===== config.mk =====
export PLATFORM = sky130hd
export DESIGN_NAME = key_mode_ctrl
export DESIGN_NICKNAME = d
export VERILOG_FILES = /design/src/rtl/key_mode_ctrl.sv
export SDC_FILE = /design/constraint.sdc
export NUM_CORES = 1
export LEC_CHECK = 0
export ABC_CLOCK_PERIOD_IN_PS = 5500
export CORE_ASPECT_RATIO = 0.6
export CORE_MARGIN = 1
export CORE_UTILIZATION = 40
export DETAILED_ROUTE_END_ITERATION = 10
export PLACE_DENSITY = 0.61
export SLEW_MARGIN = 0
export SYNTH_ARGS = -nofsm -noshare
export SYNTH_HDL_FRONTEND = slang
export SYNTH_SLANG_ARGS = --single-unit

===== constraint.sdc =====
create_clock -name clk -period 5.5 [get_ports clk]
set_input_delay 1.65 -clock clk [delete_from_list [all_inputs] [get_ports clk]]
set_output_delay 1.65 -clock clk [all_outputs]
set_load 0.03 [all_outputs]

===== src/rtl/key_mode_ctrl.sv =====
// key_mode_ctrl
//   Turns a bouncy, active-low board push-button into the mode control for
//   streamed_led. The raw key is synchronised and debounced; a short press
//   toggles mode on release, a long press toggles an auto-cycle function that
//   flips mode every AUTO_CYC clocks.
//
// Ports
//   clk      in   system clock, rising edge
//   rstn     in   asynchronous active-low reset
//   key_n    in   raw button, asynchronous, 0 = pressed
//   mode     out  registered mode to streamed_led
//   mode_chg out  one-cycle pulse in the cycle mode changes value
//   auto_en  out  registered auto-cycle enable
module key_mode_ctrl #(
  parameter int DEBOUNCE_CYC = 200000,
  parameter int LONG_CYC     = 20000000,
  parameter int AUTO_CYC     = 100000000
) (
  input  logic clk,
  input  logic rstn,
  input  logic key_n,
  output logic mode,
  output logic mode_chg,
  output logic auto_en
);

  // One counter width large enough for every timing parameter.
  localparam int MAX_DL  = (DEBOUNCE_CYC > LONG_CYC) ? DEBOUNCE_CYC : LONG_CYC;
  localparam int MAX_CYC = (MAX_DL > AUTO_CYC) ? MAX_DL : AUTO_CYC;
  localparam int CW      = $clog2(MAX_CYC + 1);

  localparam logic [CW-1:0] ONE     = CW'(1);
  localparam logic [CW-1:0] DEB_V   = CW'(DEBOUNCE_CYC);
  localparam logic [CW-1:0] LONG_M1 = CW'(LONG_CYC - 1);
  localparam logic [CW-1:0] AUTO_M1 = CW'(AUTO_CYC - 1);

  localparam logic [2:0] ST_IDLE       = 3'd0;
  localparam logic [2:0] ST_PRESS_FILT = 3'd1;
  localparam logic [2:0] ST_DOWN       = 3'd2;
  localparam logic [2:0] ST_HELD       = 3'd3;
  localparam logic [2:0] ST_REL_FILT   = 3'd4;

  logic          sync_q, sync_d;
  logic          key_s_q, key_s_d;
  logic [2:0]    state_q, state_d;
  logic [CW-1:0] cnt_q, cnt_d;
  logic [CW-1:0] hold_q, hold_d;
  logic          short_q, short_d;
  logic          mode_q, mode_d;
  logic          mode_chg_q, mode_chg_d;
  logic          auto_en_q, auto_en_d;
  logic [CW-1:0] auto_cnt_q, auto_cnt_d;

  logic          man_tgl;
  logic          auto_tgl;
  logic          auto_tick;
  logic          any_tgl;
  logic [CW-1:0] cnt_inc;
  logic [CW-1:0] hold_inc;

  assign mode     = mode_q;
  assign mode_chg = mode_chg_q;
  assign auto_en  = auto_en_q;

  // Two-flop synchroniser; both flops reset to the released level.
  always_comb begin
    sync_d  = key_n;
    key_s_d = sync_q;
  end

  // Press/release state machine. cnt counts consecutive stable samples of
  // the new level; the transition fires on the sample that makes it
  // DEBOUNCE_CYC. hold_cnt only advances while in DOWN, so a bounce during
  // release filtering resumes the long-press timing where it left off.
  always_comb begin
    state_d  = state_q;
    cnt_d    = cnt_q;
    hold_d   = hold_q;
    short_d  = short_q;
    man_tgl  = 1'b0;
    auto_tgl = 1'b0;
    cnt_inc  = cnt_q + ONE;
    hold_inc = hold_q + ONE;
    case (state_q)
      ST_IDLE: begin
        if (!key_s_q) begin
          state_d = ST_PRESS_FILT;
          cnt_d   = ONE;
        end else begin
          cnt_d = '0;
        end
      end
      ST_PRESS_FILT: begin
        if (key_s_q) begin
          state_d = ST_IDLE;
          cnt_d   = '0;
        end else if (cnt_inc >= DEB_V) begin
          state_d = ST_DOWN;
          cnt_d   = '0;
          hold_d  = '0;
        end else begin
          cnt_d = cnt_inc;
        end
      end
      ST_DOWN: begin
        if (key_s_q) begin
          state_d = ST_REL_FILT;
          cnt_d   = ONE;
          short_d = 1'b1;
        end else begin
          hold_d = hold_inc;
          if (hold_inc >= LONG_M1) begin
            state_d  = ST_HELD;
            auto_tgl = 1'b1;
          end
        end
      end
      ST_HELD: begin
        if (key_s_q) begin
          state_d = ST_REL_FILT;
          cnt_d   = ONE;
          short_d = 1'b0;
        end
      end
      ST_REL_FILT: begin
        if (!key_s_q) begin
          state_d = short_q ? ST_DOWN : ST_HELD;
          cnt_d   = '0;
        end else if (cnt_inc >= DEB_V) begin
          state_d = ST_IDLE;
          cnt_d   = '0;
          man_tgl = short_q;
        end else begin
          cnt_d = cnt_inc;
        end
      end
      default: begin
        state_d = ST_IDLE;
        cnt_d   = '0;
      end
    endcase
  end

  // Mode and auto-cycle. A manual toggle colliding with an auto tick still
  // gives a single toggle; any toggle restarts the auto period.
  always_comb begin
    auto_tick  = auto_en_q && (auto_cnt_q == AUTO_M1);
    any_tgl    = man_tgl || auto_tick;
    mode_d     = mode_q ^ any_tgl;
    mode_chg_d = any_tgl;
    auto_en_d  = auto_en_q ^ auto_tgl;
    if (!auto_en_q || auto_tgl || any_tgl) begin
      auto_cnt_d = '0;
    end else begin
      auto_cnt_d = auto_cnt_q + ONE;
    end
  end

  always_ff @(posedge clk or negedge rstn) begin
    if (!rstn) begin
      sync_q     <= 1'b1;
      key_s_q    <= 1'b1;
      state_q    <= ST_IDLE;
      cnt_q      <= '0;
      hold_q     <= '0;
      short_q    <= 1'b0;
      mode_q     <= 1'b0;
      mode_chg_q <= 1'b0;
      auto_en_q  <= 1'b0;
      auto_cnt_q <= '0;
    end else begin
      sync_q     <= sync_d;
      key_s_q    <= key_s_d;
      state_q    <= state_d;
      cnt_q      <= cnt_d;
      hold_q     <= hold_d;
      short_q    <= short_d;
      mode_q     <= mode_d;
      mode_chg_q <= mode_chg_d;
      auto_en_q  <= auto_en_d;
      auto_cnt_q <= auto_cnt_d;
    end
  end

endmodule


### Word level (Yosys, flattened, before mapping)

Index checks and enable logic that the tools add are counted.

* flip-flop bits (word level): 90
* input port bits: 3
* output and inout port bits: 3
* word-level logic and storage cells: 74

* add/sub/neg operators: 3
* magnitude comparators: 2
* equality and inequality tests: 15
* mux-type cells: 30
* bitwise gates (word level): 2
* reductions and logical operators: 12

Operator list (number)
* 27-bit two-way mux: 8
* 27-bit case mux with 4 select lines: 1
* 27-bit by 1-bit adder with 27-bit output (second input constant): 3
* 27-bit case mux with 2 select lines: 1
* 27-bit == test (second input constant): 1
* 27-bit by 18-bit greater-or-equal comparator with 1-bit output (second input constant): 1
* 27-bit by 25-bit greater-or-equal comparator with 1-bit output (second input constant): 1
* 3-bit two-way mux: 8
* 3-bit case mux with 5 select lines: 1
* 2-bit inequality test (second input constant): 6
* 1-bit two-way mux: 10
* 3-bit inequality test (second input constant): 3
* 3-bit by 2-bit == test with 1-bit output (second input constant): 2
* 5-bit AND reduction: 1
* 4-bit AND reduction: 1
* 2-bit nonzero test: 2
* 3-bit by 1-bit == test with 1-bit output (second input constant): 1
* 3-bit == test (second input constant): 1
* 3-bit zero test: 1
* 1-bit logical OR: 3
* 3-bit AND reduction: 1
* 2-bit by 1-bit inequality test with 1-bit output (second input constant): 1
* 1-bit case mux with 2 select lines: 1
* 2-bit OR reduction: 1
* other kinds (3): 4

### Longest topological paths before layout

Gate-level depths: netlist of the first run.

* depth in word-level cells: 8
* depth in mapped cells: 15
* gate-level depth less buffers: 12

### Worst setup path after synthesis of the first run

OpenSTA, ideal clock, no wires.

* path kind: register to register
* start point: reg hold_q[0]
* end point: reg auto_cnt_q[13]
* library setup time: 0.071 ns
* arrival time: 3.072 ns
* data required time: 5.429 ns
* path slack: 2.356 ns
* cell stages (with the launch flop): 16
* path buffers: 3
* period minus slack after synthesis: 3.144 ns
* cells stage by stage: dfrtp_1 ha_1 clkbuf_1 nand4_1 nor2_1 clkbuf_1 a31oi_1 a2111oi_0 o21ai_0 a21oi_1 o221ai_1 o21ai_0 ha_1 o211ai_1 buf_2 nor2_1

* word-level cells in the longest chain between the ends: 8

Ends and longest elaborated chain
* start: declaration: RTL line 47 `logic [CW-1:0] hold_q, hold_d;`
* start signal: assignment: RTL line 176 `hold_q <= hold_d;`
* 27-bit by 1-bit adder with 27-bit output: RTL line 83 `hold_inc = hold_q + ONE;`
* 27-bit by 25-bit greater-or-equal comparator with 1-bit output: RTL line 112 `if (hold_inc >= LONG_M1) begin`
* 1-bit two-way mux: RTL line 112
* 1-bit two-way mux: RTL line 106 `if (key_s_q) begin`
* 1-bit two-way mux: RTL line 84 `case (state_q)`
* 1-bit logical OR (2 in a row): RTL line 152 `if (!auto_en_q || auto_tgl || any_tgl) begin`
* 27-bit two-way mux: RTL line 152
* net auto_cnt_d[13]: RTL line 52 `logic [CW-1:0] auto_cnt_q, auto_cnt_d;`
* end signal: assignment: RTL line 181 `auto_cnt_q <= auto_cnt_d;`
* end: declaration: RTL line 52

The timed path passes the listed nets, and every way through them passes these cells.
A chain may end at the register's enable or synchronous reset.

### Final worst setup path of the first run

* start point: reg hold_q[0]
* end point: reg auto_cnt_q[15]

The elaborated chain is that of the path after synthesis.

==> flow_summary.yaml, run 1 <==
logic_synthesis:
  synth-async-reset-ratio_pct: 100
  yosys.area.top_type: "dfrtp_1"
  yosysSeqAreaShare_pct: 40.9
  synthFlopType: "dfrtp_1"
  synthCells: 650
  yosys.area.top_type_share_pct: 39.9
  synth_area_leaders: "dfrtp_1 (40%), a21oi_1 (5.6%), nor2_1 (4.8%), nand3_1 (3.7%), nand2_1 (3.5%)"
  synth-edff-count: 0
  synth_warnings: 0
  yosysUniqueCellTypes: 65
  syn-num-nets: 658
  synth_area_um2: 5510
  syn_avg_cell_area_um2: 8.48
  synth-seq-cells: 90
floorplanning:
  pin_count: 6
  coreArea_um2: 13100
  die_width_um: 154
  initial_core_util_pct: 42.0
  rows: 32
  die_y_um: 92.9
  dieArea_um2: 14300
sta:
  hold_violations: 0
  fin_crit_sh_pct: 70.3
  max_slew_margin_pct: 14.7
  setup-violations-final: 0
  rsz0062_at_grt: "no"
  fmax_mhz: 258
  finalClockSkew_ns: 0.0142
  final_max_slew_viol_count: 0
  final.setup.tns_ns: 0
  worst_pin_slew_ns: 1.27
  fin_crit_ns: 3.87
setup_path:
  arrival_ns: 4.09
  criticalPathCategory: "reg -> reg"
  cp-start-kind: "flop"
  end_kind: "flop"
  crit_fanout: 26
  cp_cell_sequence: "ha_1 -> nand4_1 -> nor2_1 -> nand4_1 -> xor2_1 -> or3_1 -> o221ai_1 -> o21ai_0 -> ha_1 -> o211ai_1 -> buf_4 -> nor2_1"
  worst_path_max_delay_cell: "nor2_1"
  critPathMaxStageDelay_ns: 0.74
  cp.required_ns: 5.72
drt:
  drtIter0Drc: 440
  first_pass_iters: 5
  post_drt_wl_per_cell_um: 16.0
  num_vias: 4790
  drt_wl_total_um: 13000
  ant_nets: 0
  viasPerCell: 5.91
  drc_errors: 0
place:
  gp_congestion: 0.829
  dp.final_hpwl_um: 8830
  dp.cells: 794
  io_buffer_count: 5
cells_and_area:
  fin_nets: 643
  n_antenna_cell: 0
  drive_gt1_share_pct: 5.94
  ff_latch_area_um2: 2250
  fillers: 1238
  postLayoutCoreUtil_pct: 45.4
  area_delta_synth_final_pct: 8.13
  fin_cells: 810
  multi_input_area_um2: 3020
status:
  status: "finished, final reports clean"
grt:
  grt_use_met1_pct: 29.5
  grt.busiest_layer: "met1"
  use_met2_pct: 26.9
  grt_pass1_wl_um: 21800
  antenna_found_initial: 0
  grt_overflow: 0
  grt_max_degree: 55
  use_met3_pct: 3.60
  grt_pass1_vias: 4371
  grt_usage_pct: 19.1
cts:
  ctsRootBufferMaster: "clkbuf_16"
  cts_buffer_depth: 2
  hold_buffers: 0
  clock_sinks: 90
  postCtsSetupBuffers: 0
  cts_tree: "yes"
  clk_pin_slew_ns: 0.07
  ctsResizeCount: 0
  clk_latency_ns: 0.35
  cts_buffers: 9
  h-tree-depth: 3
power:
  peakVddDrop_v: 0.000153
  leakagePower_uw: 0.00237
  pwr_density_cell_nw_per_um2: 221
run:
  drv_cap: 0
worst_hold_path:
  hp-class: "reg -> reg"
[routing by layer]
| layer | share of wire, % | up-vias |
|---|---|---|
| li1 | - | 2345 |
| met1 | 54 | 2287 |
| met2 | 40 | 148 |
| met3 | 5.8 | 10 |
| met4 | 0.61 | 0 |
| met5 | 0 | - |
[sequential cells by signal, summed over array words and instances, names as in the netlist, 3 cells and up]
signal      count
state_q         3
auto_cnt_q     27
cnt_q          27
hold_q         27
[Yosys cell counts, drive strengths merged (3+ instances only)]
master    n
xor2     20
nor4     10
o22ai     5
or4       7
nor2     71
o31ai     3
buf      10
o211ai    6
and4      8
xnor2    18
a211oi    7
nor2b     7
nor3     13
nand2    52
a41oi     6
dfrtp    88
nand3    41
a2111oi   3
or2       4
ha        5
nand4    19
a22o      4
clkbuf   28
mux2i     3
a31oi    13
and2     15
o21ai    29
a22oi     3
o211a     5
nand2b    6
or3       8
a21o      6
inv      19
a21oi    62
and3     15
nand3b    6
[layout make-up]
type                    count  area share (%)
flip-flops and latches     90            37.8
clock inverters             7            1.22
multi-input cells         503            50.7
repair buffers             12            1.68
inverters                  19            1.20
well taps                 170            3.57
clock buffers               9            3.78
[where the power goes]
part	internal, uW	leakage (uW)	total, uW	switching (uW)
clock	320	0.000143	613	293
sequential	665	0.00125	671	5.97
combinational	9.80	0.000985	35.4	25.6
[critical path, delay by kind of cell, from the launching register on]
kind / cells / cell delay (ns)
AO/OA/AOI/OAI: 3 / 0.42
XOR/XNOR: 1 / 0.25
adder cells (fa/ha/maj): 2 / 0.58
buffers and inverters: 1 / 0.31
flip-flops: 1 / 0.46
AND/OR/NAND/NOR: 5 / 1.74
[cell families after synthesis]
logic type / count (synthesis) / synth area share (%)
flip-flops: 90 / 40.9
XOR/XNOR: 38 / 6.04
AO/OA/AOI/OAI: 173 / 20.4
adder cells (fa/ha/maj): 5 / 1.13
AND/OR/NAND/NOR: 284 / 26.7
buffers and inverters: 57 / 4.24
multiplexers: 3 / 0.545
[metrics by stage]
stage	hold WS [ns]	power (uW)	cell area, um^2	setup slack, ns
5_1_grt	0.369	1370	5960	1.28
3_5_place_dp	0.351	720	5660	1.67
2_1_floorplan	0.345	699	5510	2.36
6_report	0.359	1320	5960	1.63
4_1_cts	0.361	1340	5960	1.66
3_3_place_gp	0.348	719	5660	1.79
[placed cells by master, fill, tap and decap left out, drive strengths merged, types with 4 or more instances in the layout]
cell type	n
o211a	5
a31oi	13
nor2	71
or4	7
nand2	52
a41oi	6
nand2b	6
nor2b	7
or3	8
nand4	19
xnor2	18
nand3b	6
clkdlybuf4s50	4
nor4	10
o21ai	29
xor2	20
a21o	6
nor3	13
ha	5
o22ai	5
nand3	41
a21oi	62
and3	15
and2	15
and4	8
inv	22
o211ai	6
clkbuf	9
a22o	4
buf	8
dfrtp	88
or2	4
a211oi	7
[final timing paths]
path / start / endpoint / slack (ns) / cells after the start
max reg2reg: hold_q[0] / auto_cnt_q[15] / 1.63 / 12
max: hold_q[0] / auto_cnt_q[15] / 1.63 / 12
min: key_s_d / key_s_q / 0.36 / 0
min in group asynchronous: rstn / auto_cnt_q[3] / 1.35 / 1
min reg2reg: key_s_d / key_s_q / 0.36 / 0
max in group asynchronous: rstn / key_s_d / 3.15 / 2
(Power assumes the default switching activity.)
==> inputs of run 2 (changes only) <==
--- a/config.mk
+++ b/config.mk
@@ -5,7 +5,7 @@
 export SDC_FILE = /design/constraint.sdc
 export NUM_CORES = 1
 export LEC_CHECK = 0
-export ABC_CLOCK_PERIOD_IN_PS = 5500
+export ABC_CLOCK_PERIOD_IN_PS = 4000
 export CORE_ASPECT_RATIO = 0.6
 export CORE_MARGIN = 1
 export CORE_UTILIZATION = 40
==> constraint.sdc (replaced) <==
create_clock -name clk -period 4 [get_ports clk]
set_input_delay 1.2 -clock clk [delete_from_list [all_inputs] [get_ports clk]]
set_output_delay 1.2 -clock clk [all_outputs]
set_load 0.03 [all_outputs]
==> flow_summary.yaml, run 2 (synthesis results as in run 1) <==
power:
  p_sw_uw: 451
  netSwitchingFraction_pct: 24.8
  combPwrFrac_pct: 2.8
  peakVddDrop_v: 0.000171
  pwr_density_cell_nw_per_um2: 304
  power.clock.fraction_pct: 46.5
  leakagePower_uw: 0.00239
  power.internal_uw: 1370
  p_seq_share_pct: 50.7
cells_and_area:
  final_common_cell: "dfrtp_1"
  fillers: 1249
  drive_gt1_share_pct: 6.52
  n_antenna_cell: 0
  ff_latch_area_um2: 2250
  fin_cells: 814
  area_delta_synth_final_pct: 8.53
  fin_nets: 647
  final_cell_mix: "dfrtp_1 (88), nor2_1 (71), a21oi_1 (62), nand2_1 (52), nand3_1 (41)"
  largestRegisters: "auto_cnt_q: 27 flops, cnt_q: 27 flops, hold_q: 27 flops"
  multi_input_area_um2: 3020
sta:
  fmax_mhz: 279
  final.setup.tns_ns: 0
  worst_pin_slew_ns: 1.23
  fin_crit_ns: 3.59
  rsz0062_at_grt: "no"
  final_max_slew_viol_count: 0
  finalClockSkew_ns: 0.0143
  max_slew_margin_pct: 17.8
  fin_crit_sh_pct: 89.7
  setup-violations-final: 0
  hold_violations: 0
floorplanning:
  rows: 32
  dieArea_um2: 14300
  coreArea_um2: 13100
  initial_core_util_pct: 42.0
  die_width_um: 154
  die_y_um: 92.9
  pin_count: 6
setup_path:
  crit_start: "cnt_q[0]"
  rr_worst_depth: 9
  cp-start-kind: "flop"
  r2r-start: "cnt_q[0]"
  critPathMaxStageDelay_ns: 0.62
  cp.required_ns: 4.20
  crit_top_cell: "o21ai_0"
  end_kind: "flop"
  r2r_end: "hold_q[18]"
  r2r_slack_ns: 0.41
  crit_fanout: 27
  arrival_ns: 3.79
  worst_path_max_delay_cell: "a31o_2"
  cp_cell_sequence: "ha_1 -> nand4_1 -> or3_1 -> or3b_2 -> a211oi_1 -> nor4_1 -> o21ai_0 -> a31o_2 -> o21ai_0"
  criticalPathCategory: "reg -> reg"
drt:
  viasPerCell: 5.96
  first_pass_iters: 5
  drc_errors: 0
  drtIter0Drc: 534
  ant_nets: 0
  num_vias: 4853
  drt_wl_total_um: 13400
  post_drt_wl_per_cell_um: 16.5
cts:
  cts_tree: "yes"
  clock_sinks: 90
  ctsResizeCount: 0
  clk_latency_ns: 0.36
  ctsRootBufferMaster: "clkbuf_16"
  clk_pin_slew_ns: 0.07
  cts_buffers: 9
  postCtsSetupBuffers: 0
  hold_buffers: 0
  cts_buffer_depth: 2
  h-tree-depth: 3
worst_hold_path:
  hp-class: "reg -> reg"
  hold_path_end: "key_s_q"
  hold_path_depth: 0
  min-delay-start: "key_s_d"
grt:
  grt_max_degree: 37
  grt_usage_pct: 20.2
  grt_pass1_vias: 4450
  grt_overflow: 0
  antenna_found_initial: 0
  grt_pass1_wl_um: 23000
place:
  gp_congestion: 0.836
  dp.cells: 798
  io_buffer_count: 5
  dp.final_hpwl_um: 9300
status:
  status: "finished, final reports clean"
run:
  drv_cap: 0
[run 2: cell count changes in the layout (fill, tap and decap cells not counted), sizes merged]
cell    previous run  this run
buf                8        12
clkinv             3         1
inv               22        24
[run 2: metal layers]
metal	GRT usage [%]	share of wire (%)	wire length [um]
met1	31.1	54	7180
met2	27.8	40	5340
met3	4.31	5.7	761
met4	5.42	0.93	125
met5	0	0	0
[run 2: power by group through the flow]
stage	registers [uW]	clock network, uW	logic (uW)
final	922	846	50.3
after floorplan	935	0	26.9
after CTS	922	869	52.1
after global placement	939	0	50.8
after global routing	922	905	58.0
after detailed placement	939	0	51.8
[run 2: area by class of cell]
class                   instances  area share (%)
clock inverters                 7            1.09
clock buffers                   9            3.76
repair buffers                 16            2.17
inverters                      19            1.19
well taps                     170            3.55
flip-flops and latches         90            37.7
multi-input cells             503            50.5
[run 2: worst max-delay path by stage]
stage | end | slack (ns) | depth (start not counted)
finish | hold_q[18] | 0.41 | 9
global route | hold_q[9] | 0.08 | 9
CTS | hold_q[18] | 0.44 | 9
detailed placement | hold_q[18] | 0.45 | 9
global placement | hold_q[1] | 0.60 | 9
floorplan | auto_cnt_q[13] | 0.86 | 15
[run 2: critical path, delay by kind of cell, from the launching register on]
family | cells | cell delay (ns)
DFF | 1 | 0.42
and+or+nand+nor | 4 | 1.35
AOI/OAI and AO/OA | 4 | 1.43
adders and majority gates | 1 | 0.24
[run 2: stage by stage]
stage / hold WS [ns] / setup slack (ns) / total power (uW) / util (%) / area, um^2
2_1_floorplan: 0.345 / 0.856 / 962 / - / 5510
3_3_place_gp: 0.348 / 0.602 / 990 / 43.3 / 5690
3_5_place_dp: 0.348 / 0.448 / 991 / 43.3 / 5690
4_1_cts: 0.358 / 0.444 / 1840 / 45.6 / 5980
5_1_grt: 0.364 / 0.0842 / 1890 / 45.6 / 5980
6_report: 0.357 / 0.412 / 1820 / 45.6 / 5980
==> inputs of run 3 (changes only) <==
--- a/config.mk
+++ b/config.mk
@@ -9,8 +9,9 @@
 export CORE_ASPECT_RATIO = 0.6
 export CORE_MARGIN = 1
 export CORE_UTILIZATION = 40
+export CTS_CLUSTER_SIZE = 28
 export DETAILED_ROUTE_END_ITERATION = 10
-export PLACE_DENSITY = 0.61
+export PLACE_DENSITY = 0.65
 export SLEW_MARGIN = 0
 export SYNTH_ARGS = -nofsm -noshare
 export SYNTH_HDL_FRONTEND = slang
==> flow_summary.yaml, run 3 (synthesis results as in run 1) <==
place:
  io_buffer_count: 5
  gp_congestion: 0.899
  dp.final_hpwl_um: 8980
  dp_slack_ns: 0.420
floorplanning:
  coreArea_um2: 13100
  initial_core_util_pct: 42.0
  die_width_um: 154
  dieArea_um2: 14300
  rows: 32
  pin_count: 6
  die_y_um: 92.9
sta:
  fmax_mhz: 276
  hold_violations: 0
  final_max_slew_viol_count: 0
  fin_crit_ns: 3.63
  finalClockSkew_ns: 0.00986
  fin_crit_sh_pct: 90.7
  worst_pin_slew_ns: 1.20
  worst_slack_ns: 0.373
  hold_ws_ns: 0.359
  setup-violations-final: 0
  max_slew_margin_pct: 19.5
  final.setup.tns_ns: 0
  rsz0062_at_grt: "no"
cts:
  clk_pin_slew_ns: 0.07
  clk_latency_ns: 0.35
  cts_buffers: 9
  ctsResizeCount: 0
  cts_buffer_depth: 2
  clock_sinks: 90
  h-tree-depth: 3
  ctsRootBufferMaster: "clkbuf_16"
  postCtsSetupBuffers: 0
  hold_buffers: 0
  cts_tree: "yes"
grt:
  grt_pass1_wl_um: 22500
  grt_max_degree: 51
  grt_usage_pct: 19.5
  grt_pass1_vias: 4485
  antenna_found_initial: 0
  grt_overflow: 0
drt:
  post_drt_wl_per_cell_um: 16.2
  met1_length_um: 6770
  num_vias: 4883
  drc_errors: 0
  drtIter0Drc: 539
  wl_met2_um: 5410
  drt_wl_total_um: 13200
  wl_met3_um: 886
  first_pass_iters: 5
  ant_nets: 0
  highest_layer: "met4"
  viasPerCell: 6.01
setup_path:
  r2r-start: "cnt_q[0]"
  arrival_ns: 3.83
  r2r_end: "hold_q[18]"
  crit_fanout: 27
  end_kind: "flop"
  criticalPathCategory: "reg -> reg"
  cp.required_ns: 4.21
  cp-start-kind: "flop"
  rr_worst_depth: 9
  r2r_slack_ns: 0.37
cells_and_area:
  drive_gt1_share_pct: 6.38
  area_delta_synth_final_pct: 8.69
  final_cell_mix: "dfrtp_1 (88), nor2_1 (71), a21oi_1 (62), nand2_1 (52), nand3_1 (41)"
  fillers: 1229
  final_common_cell: "dfrtp_1"
  largestRegisters: "auto_cnt_q: 27 flops, cnt_q: 27 flops, hold_q: 27 flops"
  fin_nets: 646
  n_antenna_cell: 0
power:
  leakagePower_uw: 0.00240
  pwr_density_cell_nw_per_um2: 307
  peakVddDrop_v: 0.000216
status:
  status: "finished, final reports clean"
worst_hold_path:
  hold_path_end: "key_s_q"
  min-delay-start: "key_s_d"
  hp-class: "reg -> reg"
  hold_path_depth: 0
run:
  drv_cap: 0
==> run 3: per-layer routing <==
| metal | vias to the layer above | track usage (%) |
|---|---|---|
| met4 | 0 | 4.75 |
| met3 | 11 | 4.73 |
| li1 | 2360 | - |
| met2 | 161 | 27.9 |
| met5 | - | 0 |
| met1 | 2351 | 29.1 |
==> run 3: how the worst max path moves through the flow <==
stage / end / from / slack (ns)
3_5_place_dp: hold_q[4] / cnt_q[0] / 0.42
6_report: hold_q[18] / cnt_q[0] / 0.37
4_1_cts: hold_q[4] / cnt_q[0] / 0.41
2_1_floorplan: auto_cnt_q[13] / hold_q[0] / 0.86
3_3_place_gp: hold_q[1] / cnt_q[0] / 0.63
5_1_grt: hold_q[18] / cnt_q[0] / 0.11
==> run 3: final cells by class <==
| type | count | area (um^2) | share of cell area [%] |
|---|---|---|---|
| Timing Repair Buffer | 15 | 123 | 2.05 |
| Sequential cell | 90 | 2250 | 37.6 |
| Inverter | 19 | 71.3 | 1.19 |
| Clock buffer | 9 | 225 | 3.76 |
| Tap cell | 170 | 213 | 3.55 |
| Multi-Input combinational cell | 503 | 3020 | 50.5 |
| Clock inverter | 7 | 81.3 | 1.36 |
==> run 3: power breakdown <==
group | internal, uW | switching [uW] | leakage, uW
Clock | 446 | 424 | 0.000150
Sequential | 914 | 7.67 | 0.00125
Combinational | 14.1 | 36.2 | 0.00100
Total | 1370 | 468 | 0.00240
==> run 3: critical path, stage by stage, from the launching register on <==
cell,delay (ns)
dfrtp_1,0.42
ha_1,0.26
nand4_1,0.30
or3_1,0.46
or3b_2,0.46
a211oi_1,0.36
nor4_1,0.14
o21ai_0,0.31
a31o_2,0.60
o21ai_0,0.17
==> run 3: stage by stage <==
step	instance area, um^2	cells	total power, uW	utilization, %
after detailed placement	5690	797	991	43.3
after CTS	5990	813	1860	45.6
after global routing	5990	813	1910	45.6
final	5990	813	1840	45.6
after global placement	5690	797	989	43.3
after floorplan	5510	650	962	-
==> patch (config.mk and constraints of run 2) <==
Put one more register stage on the output `auto_en`, without a reset. The value now appears one clock later. The other outputs are not delayed to match. Comments in the files are not updated.
--- a/src/rtl/key_mode_ctrl.sv
+++ b/src/rtl/key_mode_ctrl.sv
@@ -61,5 +61,7 @@
   assign mode     = mode_q;
   assign mode_chg = mode_chg_q;
-  assign auto_en  = auto_en_q;
+  always_ff @(posedge clk) begin
+    auto_en <= auto_en_q;
+  end
 
   // Two-flop synchroniser; both flops reset to the released level.
Formal check against the unedited RTL: no difference found for any inputs over 10 cycles, from zero or initial values and one cycle with rstn low; that may be too few to reach the edited logic, so the function may still have changed.
==> patch against run 2 <==
Sequential cell count rose by 1. Non-clock buffer count decreased by 1. Sequential power up 0.9%. Area after synthesis decreased by 1.3%. Hold slack better by 13 ps. Power up 1.1%. Routed wire length decreased by 4.5%. Core utilization decreased by 0.25 points. Final area shrank 1.2%. Worst setup slack improved by 81 ps.
==> patch: results (changes against run 2) <==
metric	value	unit	change
outcome	finished clean		unchanged
Setup Slack @ Placement	358	ps	was 448 ps
Placement Cell Area	5610	um^2	was 5690 um^2
Clock Sinks	91		was 90
routed wl met2	5280	um	was 5340 um
Tightest Pin Transition	1150	ps	was 1230 ps
Final Skew	12.8	ps	was 14.3 ps
final total power	0.00184	W	was 0.00182 W
inverter count	15		was 19
Post-Place Cells	785		was 798
largest net degree at the start of global routing	41		was 37
Avg WL per Cell	16.0	um	was 16.5 um
Clock Buffer Count	11		was 9
met1 Usage GRT	29.6	%	was 31.1%
sequential area share after synthesis	41.8	%	was 40.9%
multi-input gate count	494		was 503
M3 GR Usage	3.74	%	was 4.31%
syn_nets	648		was 658
Total Wirelength	12800	um	was 13400 um
fraction of area in multi-input gates	49.9	%	was 50.5%
clk tree area frac	5.01	%	was 4.85%
layout cells sized above 1	6.50	%	was 6.52%
filler cell count	1258		was 1249
GP Congestion	0.919		was 0.836
post-synthesis mux area share	1.52	%	was 0.545%
Compound-Gate Fraction of Synth Area	16.7	%	was 20.4%
fraction of area in registers	38.5	%	was 37.7%
post-synthesis cell count	640		was 650
post-synthesis async set-or-reset flop share	98.9	%	was 100%
GRT Total Usage	19.4	%	was 20.2%
sequential cell area	2270	um^2	was 2250 um^2
global-route met2 utilization	28.1	%	was 27.8%
Avg Vias per Cell	5.97		was 5.96
nets	634		was 647
most frequent cells after synthesis	88 x dfrtp_1, 68 x nand2_1, 67 x nor2_1		was 88 x dfrtp_1, 71 x nor2_1, 62 x a21oi_1
number of global-route vias before repair	4400		was 4450
initial antenna violation count	0		unchanged
wl on met1	6810	um	was 7180 um
Net Sw Frac	22.5	%	was 24.8%
Seq. pwr	0.000930	W	was 0.000922 W
nonclk buf count	15		was 16
Leak	2.24	nW	was 2.39 nW
wire length on met3	631	um	was 761 um
global-route wire length before repair	22100	um	was 23000 um
Worst EP arrival	3710	ps	was 3790 ps
Post-Synth Adder-Cell Area	1.15	%	was 1.13%
DR iter-0 viols	430		was 534
Max rail drop VDD	0.000217	V	was 0.000171 V
Comb power	0.0000412	W	was 0.0000503 W
Synth Area in XOR/XNOR	5.47	%	was 6.04%
DP HPWL	8870	um	was 9300 um
Synth area leaders	dfrtp_1 40%, nand2_1 4.7%, nor2_1 4.6%, nand3_1 4.4%, a31oi_1 3.9%		was dfrtp_1 40%, a21oi_1 5.6%, nor2_1 4.8%, nand3_1 3.7%, nand2_1 3.5%
CORE AREA	13100	um^2	about the same
Layout non-clock buf frac	2.07	%	was 2.17%
## patch: worst paths after layout
| path | startpoint | slack, ps | end | depth (start not counted) |
|---|---|---|---|---|
| setup reg to reg | hold_q[0] | 490 | auto_cnt_q[7] | 12 |
| min in group asynchronous | rstn | 850 | hold_q[5] | 1 |
| hold / removal | key_s_d | 370 | key_s_q | 0 |
| setup / recovery | hold_q[0] | 490 | auto_cnt_q[7] | 12 |
| hold reg to reg | key_s_d | 370 | key_s_q | 0 |
| max in group asynchronous | rstn | 2350 | key_s_d | 2 |
## patch: what timing repair did
| item | in CTS | in global routing |
|---|---|---|
| endpoints found under the setup margin | 0 | 27 |
| endpoints found under the hold margin | 0 | 0 |
| resized for setup | 0 | 1 |
## patch: worst max-delay path: stages, from the launching register on
cell	delay, ps
dfrtp_1	470
ha_1	370
and3_1	310
nand4_1	170
nor3_1	400
nand3_1	250
xor2_1	210
a21oi_1	190
o21a_1	160
o21ai_0	120
ha_1	260
o211ai_4	320
nor2_1	120
